$ cat src/rtl/spi_pkg.sv
// ---------------------------------------------------------------------------
// spi_pkg
// Shared definitions for the SPI target endpoint:
//   - spi_state_e    : frame engine states (IDLE, LOAD, SHIFT, COMPLETE)
//   - SPI_CPOL/CPHA  : bus mode this target implements (mode 3)
//   - bit_cnt_width  : width of a counter that must reach TOTAL_WIDTH itself
// ---------------------------------------------------------------------------
package spi_pkg;

    typedef enum logic [1:0] {
        IDLE     = 2'd0,
        LOAD     = 2'd1,
        SHIFT    = 2'd2,
        COMPLETE = 2'd3
    } spi_state_e;

    // sck idles high; data is driven on the falling edge and sampled on the rising edge.
    localparam logic SPI_CPOL = 1'b1;
    localparam logic SPI_CPHA = 1'b1;

    // The counter has to hold the value TOTAL_WIDTH, hence the +1.
    function automatic int bit_cnt_width(input int total_width);
        return $clog2(total_width + 1);
    endfunction

endpackage

$ cat src/rtl/spi_sync_edge.sv
// ---------------------------------------------------------------------------
// spi_sync_edge
// Two-flop synchronizer for one asynchronous serial line, followed by a third
// flop used only for edge detection.
// Ports:
//   clk, rst_n : system clock, asynchronous active-low reset
//   i_async    : raw pin
//   o_sync     : synchronized level (second stage)
//   o_rise     : one-cycle strobe, synchronized level went 0 -> 1
//   o_fall     : one-cycle strobe, synchronized level went 1 -> 0
// Parameter IDLE_VAL is the reset value of every stage, so no edge is
// reported while the line sits at its idle level after reset.
// ---------------------------------------------------------------------------
module spi_sync_edge #(
    parameter logic IDLE_VAL = 1'b1
) (
    input  logic clk,
    input  logic rst_n,
    input  logic i_async,
    output logic o_sync,
    output logic o_rise,
    output logic o_fall
);

    logic r_meta;
    logic r_sync;
    logic r_prev;

    // Synchronizer chain plus the history flop for edge detection.
    always_ff @(posedge clk or negedge rst_n) begin
        if (!rst_n) begin
            r_meta <= IDLE_VAL;
            r_sync <= IDLE_VAL;
            r_prev <= IDLE_VAL;
        end else begin
            r_meta <= i_async;
            r_sync <= r_meta;
            r_prev <= r_sync;
        end
    end

    assign o_sync = r_sync;
    assign o_rise = r_sync & ~r_prev;
    assign o_fall = ~r_sync & r_prev;

endmodule

$ cat src/rtl/spi_target_if.sv
// ---------------------------------------------------------------------------
// spi_target_if
// SPI target (mode CPOL=1/CPHA=1) that oversamples sck/sdo/csn in the clk
// domain, hands received frames to a core over a valid/ready port and shifts
// out response frames taken from a valid/ready port.
// Ports:
//   clk, rst_n           : system clock, asynchronous active-low reset
//   sck, sdo, csn[3:0]   : serial bus from the initiator (csn[CS_INDEX] used)
//   sdi                  : serial data back to the initiator
//   rx_data/valid/ready  : received frame towards the core
//   tx_data/valid        : response frame from the core
//   tx_ready             : pulse, tx_data was taken for a frame
//   busy                 : a frame is being loaded, shifted or completed
//   rx_overrun           : pulse, finished frame dropped (holding reg full)
//   tx_underrun          : pulse, no tx word available, fill word sent
//   frame_abort          : pulse, csn released before the frame finished
// Build option SPI_TGT_LOOPBACK_EN: the fill word on underrun is the last
// word accepted into rx_data instead of TX_IDLE.
// ---------------------------------------------------------------------------
module spi_target_if
    import spi_pkg::*;
#(
    parameter int                     TOTAL_WIDTH = 32,
    parameter int                     CS_INDEX    = 0,
    parameter logic [TOTAL_WIDTH-1:0] TX_IDLE     = {TOTAL_WIDTH{1'b1}}
) (
    input  logic                   clk,
    input  logic                   rst_n,
    input  logic                   sck,
    input  logic                   sdo,
    input  logic [3:0]             csn,
    output logic                   sdi,
    output logic [TOTAL_WIDTH-1:0] rx_data,
    output logic                   rx_valid,
    input  logic                   rx_ready,
    input  logic [TOTAL_WIDTH-1:0] tx_data,
    input  logic                   tx_valid,
    output logic                   tx_ready,
    output logic                   busy,
    output logic                   rx_overrun,
    output logic                   tx_underrun,
    output logic                   frame_abort
);

    localparam int               CNT_W    = bit_cnt_width(TOTAL_WIDTH);
    localparam logic [CNT_W-1:0] LAST_CNT = CNT_W'(TOTAL_WIDTH);

    logic                   w_sck_sync, w_sck_rise, w_sck_fall;
    logic                   w_cs_sync, w_cs_rise, w_cs_fall;
    logic                   w_cs_start;
    logic                   w_unused;
    logic                   r_sdo_meta, r_sdo_sync;
    logic [1:0]             r_settle;
    logic                   r_cs_armed;
    spi_state_e             r_state;
    logic [CNT_W-1:0]       r_bit_cnt;
    logic [CNT_W-1:0]       w_cnt_next;
    logic [TOTAL_WIDTH-1:0] r_tx_shift, r_rx_shift, r_rx_data;
    logic [TOTAL_WIDTH-1:0] w_fill_word, w_load_word;
    logic                   w_rx_accept;
    logic                   r_rx_valid, r_sdi, r_busy;
    logic                   r_tx_ready, r_tx_underrun, r_rx_overrun, r_frame_abort;

    spi_sync_edge #(.IDLE_VAL(SPI_CPOL)) u_sck_sync (
        .clk     (clk),
        .rst_n   (rst_n),
        .i_async (sck),
        .o_sync  (w_sck_sync),
        .o_rise  (w_sck_rise),
        .o_fall  (w_sck_fall)
    );

    spi_sync_edge #(.IDLE_VAL(1'b1)) u_cs_sync (
        .clk     (clk),
        .rst_n   (rst_n),
        .i_async (csn[CS_INDEX]),
        .o_sync  (w_cs_sync),
        .o_rise  (w_cs_rise),
        .o_fall  (w_cs_fall)
    );

    // Other targets' selects and the raw sync levels are intentionally ignored.
    assign w_unused = ^{csn, w_sck_sync, w_cs_rise};

    // sdo runs through the same two-stage depth as sck so a rise strobe pairs
    // with the data bit sampled alongside it. The settle/armed logic stops a
    // csn held low across reset from looking like a fresh falling edge once
    // the reset values flush out of the synchronizer.
    always_ff @(posedge clk or negedge rst_n) begin
        if (!rst_n) begin
            r_sdo_meta <= 1'b1;
            r_sdo_sync <= 1'b1;
            r_settle   <= 2'd0;
            r_cs_armed <= 1'b0;
        end else begin
            r_sdo_meta <= sdo;
            r_sdo_sync <= r_sdo_meta;
            if (r_settle != 2'd2) begin
                r_settle <= r_settle + 2'd1;
            end
            if (r_settle == 2'd2 && w_cs_sync) begin
                r_cs_armed <= 1'b1;
            end
        end
    end

    assign w_cs_start  = w_cs_fall & r_cs_armed;
    assign w_cnt_next  = r_bit_cnt + CNT_W'(1);
    assign w_rx_accept = (r_state == COMPLETE) && (!r_rx_valid || rx_ready);

`ifdef SPI_TGT_LOOPBACK_EN
    // The word being accepted this cycle counts as the latest one.
    assign w_fill_word = w_rx_accept ? r_rx_shift : r_rx_data;
`else
    assign w_fill_word = TX_IDLE;
`endif

    assign w_load_word = tx_valid ? tx_data : w_fill_word;

    // Frame engine: loads the response word, shifts on synchronized sck
    // edges, hands completed words to the rx holding register and raises
    // the status pulses.
    always_ff @(posedge clk or negedge rst_n) begin
        if (!rst_n) begin
            r_state       <= IDLE;
            r_bit_cnt     <= '0;
            r_tx_shift    <= '0;
            r_rx_shift    <= '0;
            r_rx_data     <= '0;
            r_rx_valid    <= 1'b0;
            r_sdi         <= 1'b1;
            r_busy        <= 1'b0;
            r_tx_ready    <= 1'b0;
            r_tx_underrun <= 1'b0;
            r_rx_overrun  <= 1'b0;
            r_frame_abort <= 1'b0;
        end else begin
            r_tx_ready    <= 1'b0;
            r_tx_underrun <= 1'b0;
            r_rx_overrun  <= 1'b0;
            r_frame_abort <= 1'b0;
            if (r_rx_valid && rx_ready) begin
                r_rx_valid <= 1'b0;
            end
            case (r_state)
                IDLE: begin
                    r_sdi     <= 1'b1;
                    r_bit_cnt <= '0;
                    if (w_cs_start) begin
                        r_busy  <= 1'b1;
                        r_state <= LOAD;
                    end
                end
                LOAD: begin
                    r_tx_shift    <= w_load_word;
                    r_sdi         <= w_load_word[TOTAL_WIDTH-1];
                    r_bit_cnt     <= '0;
                    r_tx_ready    <= tx_valid;
                    r_tx_underrun <= !tx_valid;
                    r_state       <= SHIFT;
                end
                SHIFT: begin
                    if (w_cs_sync) begin
                        r_frame_abort <= 1'b1;
                        r_sdi         <= 1'b1;
                        r_bit_cnt     <= '0;
                        r_busy        <= 1'b0;
                        r_state       <= IDLE;
                    end else if (w_sck_rise) begin
                        r_rx_shift <= {r_rx_shift[TOTAL_WIDTH-2:0], r_sdo_sync};
                        r_bit_cnt  <= w_cnt_next;
                        if (w_cnt_next == LAST_CNT) begin
                            r_state <= COMPLETE;
                        end
                    end else if (w_sck_fall && r_bit_cnt != '0) begin
                        // The fall before the first rise is skipped: the MSB
                        // is already on sdi from the load.
                        r_tx_shift <= {r_tx_shift[TOTAL_WIDTH-2:0], 1'b1};
                        r_sdi      <= r_tx_shift[TOTAL_WIDTH-2];
                    end
                end
                COMPLETE: begin
                    if (w_rx_accept) begin
                        r_rx_data  <= r_rx_shift;
                        r_rx_valid <= 1'b1;
                    end else begin
                        r_rx_overrun <= 1'b1;
                    end
                    if (!w_cs_sync) begin
                        // Back-to-back frame under the same select.
                        r_tx_shift    <= w_load_word;
                        r_sdi         <= w_load_word[TOTAL_WIDTH-1];
                        r_bit_cnt     <= '0;
                        r_tx_ready    <= tx_valid;
                        r_tx_underrun <= !tx_valid;
                        r_state       <= SHIFT;
                    end else begin
                        r_sdi     <= 1'b1;
                        r_bit_cnt <= '0;
                        r_busy    <= 1'b0;
                        r_state   <= IDLE;
                    end
                end
                default: begin
                    r_busy  <= 1'b0;
                    r_state <= IDLE;
                end
            endcase
        end
    end

    assign sdi         = r_sdi;
    assign rx_data     = r_rx_data;
    assign rx_valid    = r_rx_valid;
    assign tx_ready    = r_tx_ready;
    assign busy        = r_busy;
    assign rx_overrun  = r_rx_overrun;
    assign tx_underrun = r_tx_underrun;
    assign frame_abort = r_frame_abort;

endmodule

$ cat config.mk
export PLATFORM = sky130hd
export DESIGN_NAME = spi_target_if
export DESIGN_NICKNAME = d
export VERILOG_FILES = /design/src/rtl/spi_pkg.sv /design/src/rtl/spi_sync_edge.sv /design/src/rtl/spi_target_if.sv
export SDC_FILE = /design/constraint.sdc
export NUM_CORES = 1
export LEC_CHECK = 0
export BUFFER_PORTS_ARGS = -buffer_cell sky130_fd_sc_hd__buf_2
export CAP_MARGIN = 25
export CORE_MARGIN = 10
export CORE_UTILIZATION = 50
export CTS_CLUSTER_SIZE = 16
export DETAILED_ROUTE_END_ITERATION = 16
export GPL_TIMING_DRIVEN = 0
export PLACE_DENSITY = 0.76
export SKIP_LAST_GASP = 1
export SLEW_MARGIN = 10
export SYNTH_ARGS = -nofsm -noshare
export SYNTH_HDL_FRONTEND = slang
export SYNTH_SLANG_ARGS = --single-unit
export TNS_END_PERCENT = 1
$ cat constraint.sdc
create_clock -name clk -period 2 [get_ports clk]
set_input_delay 0.2 -clock clk [delete_from_list [all_inputs] [get_ports clk]]
set_output_delay 0.2 -clock clk [all_outputs]
set_load 0.1 [all_outputs]
==> flow_summary.json <==
{
  "grt_setup_unrepaired": "false",
  "ir_worst_vdd_v": 0.000811,
  "cts_root_buffer": "clkbuf_8",
  "fin_tns_setup_ns": 0,
  "use_met3_pct": 6.38,
  "synth_simple_gate_area_share_pct": 9.31,
  "die_h_um": 121,
  "period_needed_ns": 1.89,
  "status": "finished clean",
  "drt_iter0_markers": 153,
  "cts_tree": "done",
  "postCtsSetupBuffers": 0,
  "synth_top_area_share_pct": 54.9,
  "required_ns": 2.38,
  "gr-total-overflow": 0,
  "grt_pass1_vias": 3598,
  "numClockSinks": 121,
  "totalWireLength_mm": 9.86,
  "cts_made_buffers": 17,
  "firstDrtPassIters": 4,
  "avgViaCountPerCell": 5.02,
  "die_w_um": 121,
  "synth-seq-cells": 121,
  "powerDensity_mw_per_mm2": 1170,
  "start_kind": "flop",
  "clock_latency_ns": 0.50,
  "whs_ns": 0.0386,
  "syn_area_mm2": 0.00511,
  "p_leak_uw": 0.00303,
  "vias": 3239,
  "synth.area.top_cells": "dfrtp_1 (55%), mux2_2 (20%), dfstp_2 (4.6%)",
  "synth_cell_type_count": 39,
  "yosys.area_share.adder_pct": 0.735,
  "globalRouteTotalUtil_pct": 14.0,
  "core_region_area_mm2": 0.00986,
  "drc": 0,
  "setup_viol": 0,
  "area_growth_pct": 24.0,
  "synth_compound_area_share_pct": 5.19,
  "synthCells": 397,
  "grt.met2_usage_pct": 21.8,
  "synth_top_family_by_area": "multiplexers",
  "cp.arrival_ns": 2.26,
  "worstSetupPathType": "reg -> reg",
  "pin_count": 81,
  "hpwl_mm": 6.99,
  "grt_max_degree": 86,
  "synth_nets": 442,
  "gp_congestion": 0.788,
  "routedWlPerCell_um": 15.3,
  "met1_usage_pct": 17.1,
  "yosysTopAreaCell": "dfrtp_1",
  "finalCritPeriodShare_pct": 94.3,
  "hold_viol_final": 0,
  "port_buffers": 77,
  "cts.path.max_buffers": 2,
  "drv_slew": 0,
  "drive_gt1_share_pct": 44.5,
  "fill_cells": 743,
  "grt_most_used_layer": "met2",
  "die_area_mm2": 0.0147,
  "grt_first_pass_wirelength_mm": 16.9,
  "ant_nets": 0,
  "antennaDiodeCount": 0,
  "nets": 544,
  "syn_area_per_cell_um2": 12.9,
  "ys_seq_area_share_pct": 59.5,
  "path_max_fanout": 10,
  "clkTransAtPathRegs_ns": 0.06,
  "synthMuxAreaShare_pct": 21.1,
  "timing.fmax_mhz": 530,
  "hold_path.class": "in -> reg",
  "rows": 36,
  "initial_utilization_pct": 51.8,
  "skew_ns": 0.00764,
  "synth_xor_area_share_pct": 1.03,
  "max_slew_margin_pct": 66.6,
  "tightest_slew_ns": 0.504,
  "yosysWarnings": 0,
  "antenna_found_initial": 0,
  "htreeDepth": 4,
  "drv_cap": 0,
  "end_kind": "flop"
}
==> worst paths after layout <==
path	from	endpoint	slack, ns	cells past startpoint
max in group asynchronous	rst_n	u_cs_sync.o_sync	1.08	3
min	tx_data[0]	r_tx_shift[0]	0.04	3
min reg2reg	u_sck_sync.r_meta	u_sck_sync.o_sync	0.36	0
max	r_bit_cnt[0]	r_tx_shift[2]	0.11	6
min in group asynchronous	rst_n	rx_data[29]	0.17	2
max reg2reg	r_bit_cnt[0]	r_tx_shift[2]	0.11	6
==> state kept, by name, indices dropped and copies added (netlist names) <==
register           count
u_sck_sync.r_meta      1
rx_data               32
u_cs_sync.o_sync       1
u_sck_sync.o_sync      1
u_cs_sync.r_meta       1
r_tx_shift            31
u_sck_sync.r_prev      1
r_sdo_sync             1
rx_valid               1
rx_overrun             1
r_rx_shift            32
frame_abort            1
tx_ready               1
tx_underrun            1
sdi                    1
u_cs_sync.r_prev       1
r_state                2
busy                   1
r_sdo_meta             1
r_settle               2
r_cs_armed             1
r_bit_cnt              6
==> per-layer routing <==
| layer | share of wire (%) | vias up |
|---|---|---|
| met3 | 7.5 | 12 |
| met2 | 48 | 83 |
| met1 | 44 | 1584 |
| li1 | - | 1560 |
| met4 | 0.91 | 0 |
| met5 | 0 | - |
==> layout by cell type (no fill, tap or decap), types with 2 or more instances in the layout <==
cell type / count
dfstp_2: 9
inv_1: 7
o21ai_0: 33
xor2_1: 2
nand2_1: 35
dlygate4sd3_1: 5
inv_6: 8
or3_1: 2
nor2_1: 12
nor2b_1: 34
bufinv_16: 2
dfrtp_1: 112
a21oi_1: 3
ha_1: 3
buf_6: 4
mux2_1: 5
clkinvlp_4: 3
mux2_2: 90
clkbuf_16: 16
clkbuf_1: 12
o22ai_1: 2
buf_2: 83
xnor2_1: 4
nand2b_1: 2
==> cell families after synthesis <==
group | after synthesis
compound gates | 46
simple gates | 93
xor+xnor | 6
flops | 121
buf+inv | 32
fa+ha+maj | 3
mux | 96
==> per-stage QoR <==
step | setup WS, ns | util [%] | instance area, um^2 | instances | total power (uW)
after detailed placement | 0.0130 | 57.7 | 5690 | 608 | 4540
after global routing | 0.00270 | 64.2 | 6330 | 645 | 7810
after CTS | -0.0189 | 64.1 | 6320 | 645 | 7510
after floorplan | 0.0386 | - | 5110 | 397 | 4160
final | 0.114 | 64.2 | 6330 | 645 | 7430
after global placement | -0.727 | 57.4 | 5660 | 607 | 4460
==> critical path, stage by stage, from the launching register on <==
cell      delay [ns]
dfrtp_1         0.43
inv_1           0.11
ha_1            0.17
a311oi_2        0.12
o21ai_2         0.24
buf_2           0.30
mux2_2          0.38
==> synthesized netlist by cell type <==
master / count
mux2i_1: 1
dfrtp_1: 112
buf_4: 1
o21ai_0: 33
a21boi_0: 1
buf_1: 1
a21o_1: 1
nand2_1: 35
a311oi_1: 1
xor2_1: 2
a21oi_1: 3
mux2_1: 5
dfstp_2: 9
nor2_1: 12
or3b_1: 1
buf_2: 8
o22ai_1: 2
nand4_1: 1
o21ai_1: 1
ha_1: 3
inv_1: 7
a2111oi_2: 1
or3b_2: 1
or2_2: 1
nand2b_1: 2
nor3_1: 1
buf_6: 3
or3_1: 2
xnor2_1: 4
clkbuf_1: 11
a221o_1: 1
a31oi_1: 1
mux2_2: 90
nor2b_1: 34
and2_1: 1
nand4_2: 1
inv_2: 1
nand3b_1: 1
o211ai_2: 1
==> repair_timing <==
action                                  in CTS  in global routing
endpoints found under the setup margin       7                 30
endpoints found under the hold margin       41                  0
gates resized for setup                      1                  2
hold buffers                                 5                  0
==> power breakdown <==
group	total, uW	internal [uW]	leakage (uW)	switching [uW]
logic	1460	574	0.00122	885
clock network	2930	1800	0.000274	1130
registers	3040	2830	0.00153	206
total	7430	5210	0.00303	2220
==> area by class of cell <==
cell class / instances / area, um^2 / area share (%)
Sequential cell: 121 / 3040 / 48.0
Multi-Input combinational cell: 244 / 1920 / 30.3
Timing Repair Buffer: 83 / 469 / 7.41
Clock buffer: 18 / 418 / 6.60
Tap cell: 133 / 166 / 2.63
Clock inverter: 14 / 158 / 2.49
Buffer: 24 / 129 / 2.04
Inverter: 8 / 30.0 / 0.474
Note: power is estimated with default switching activity, not from simulation.
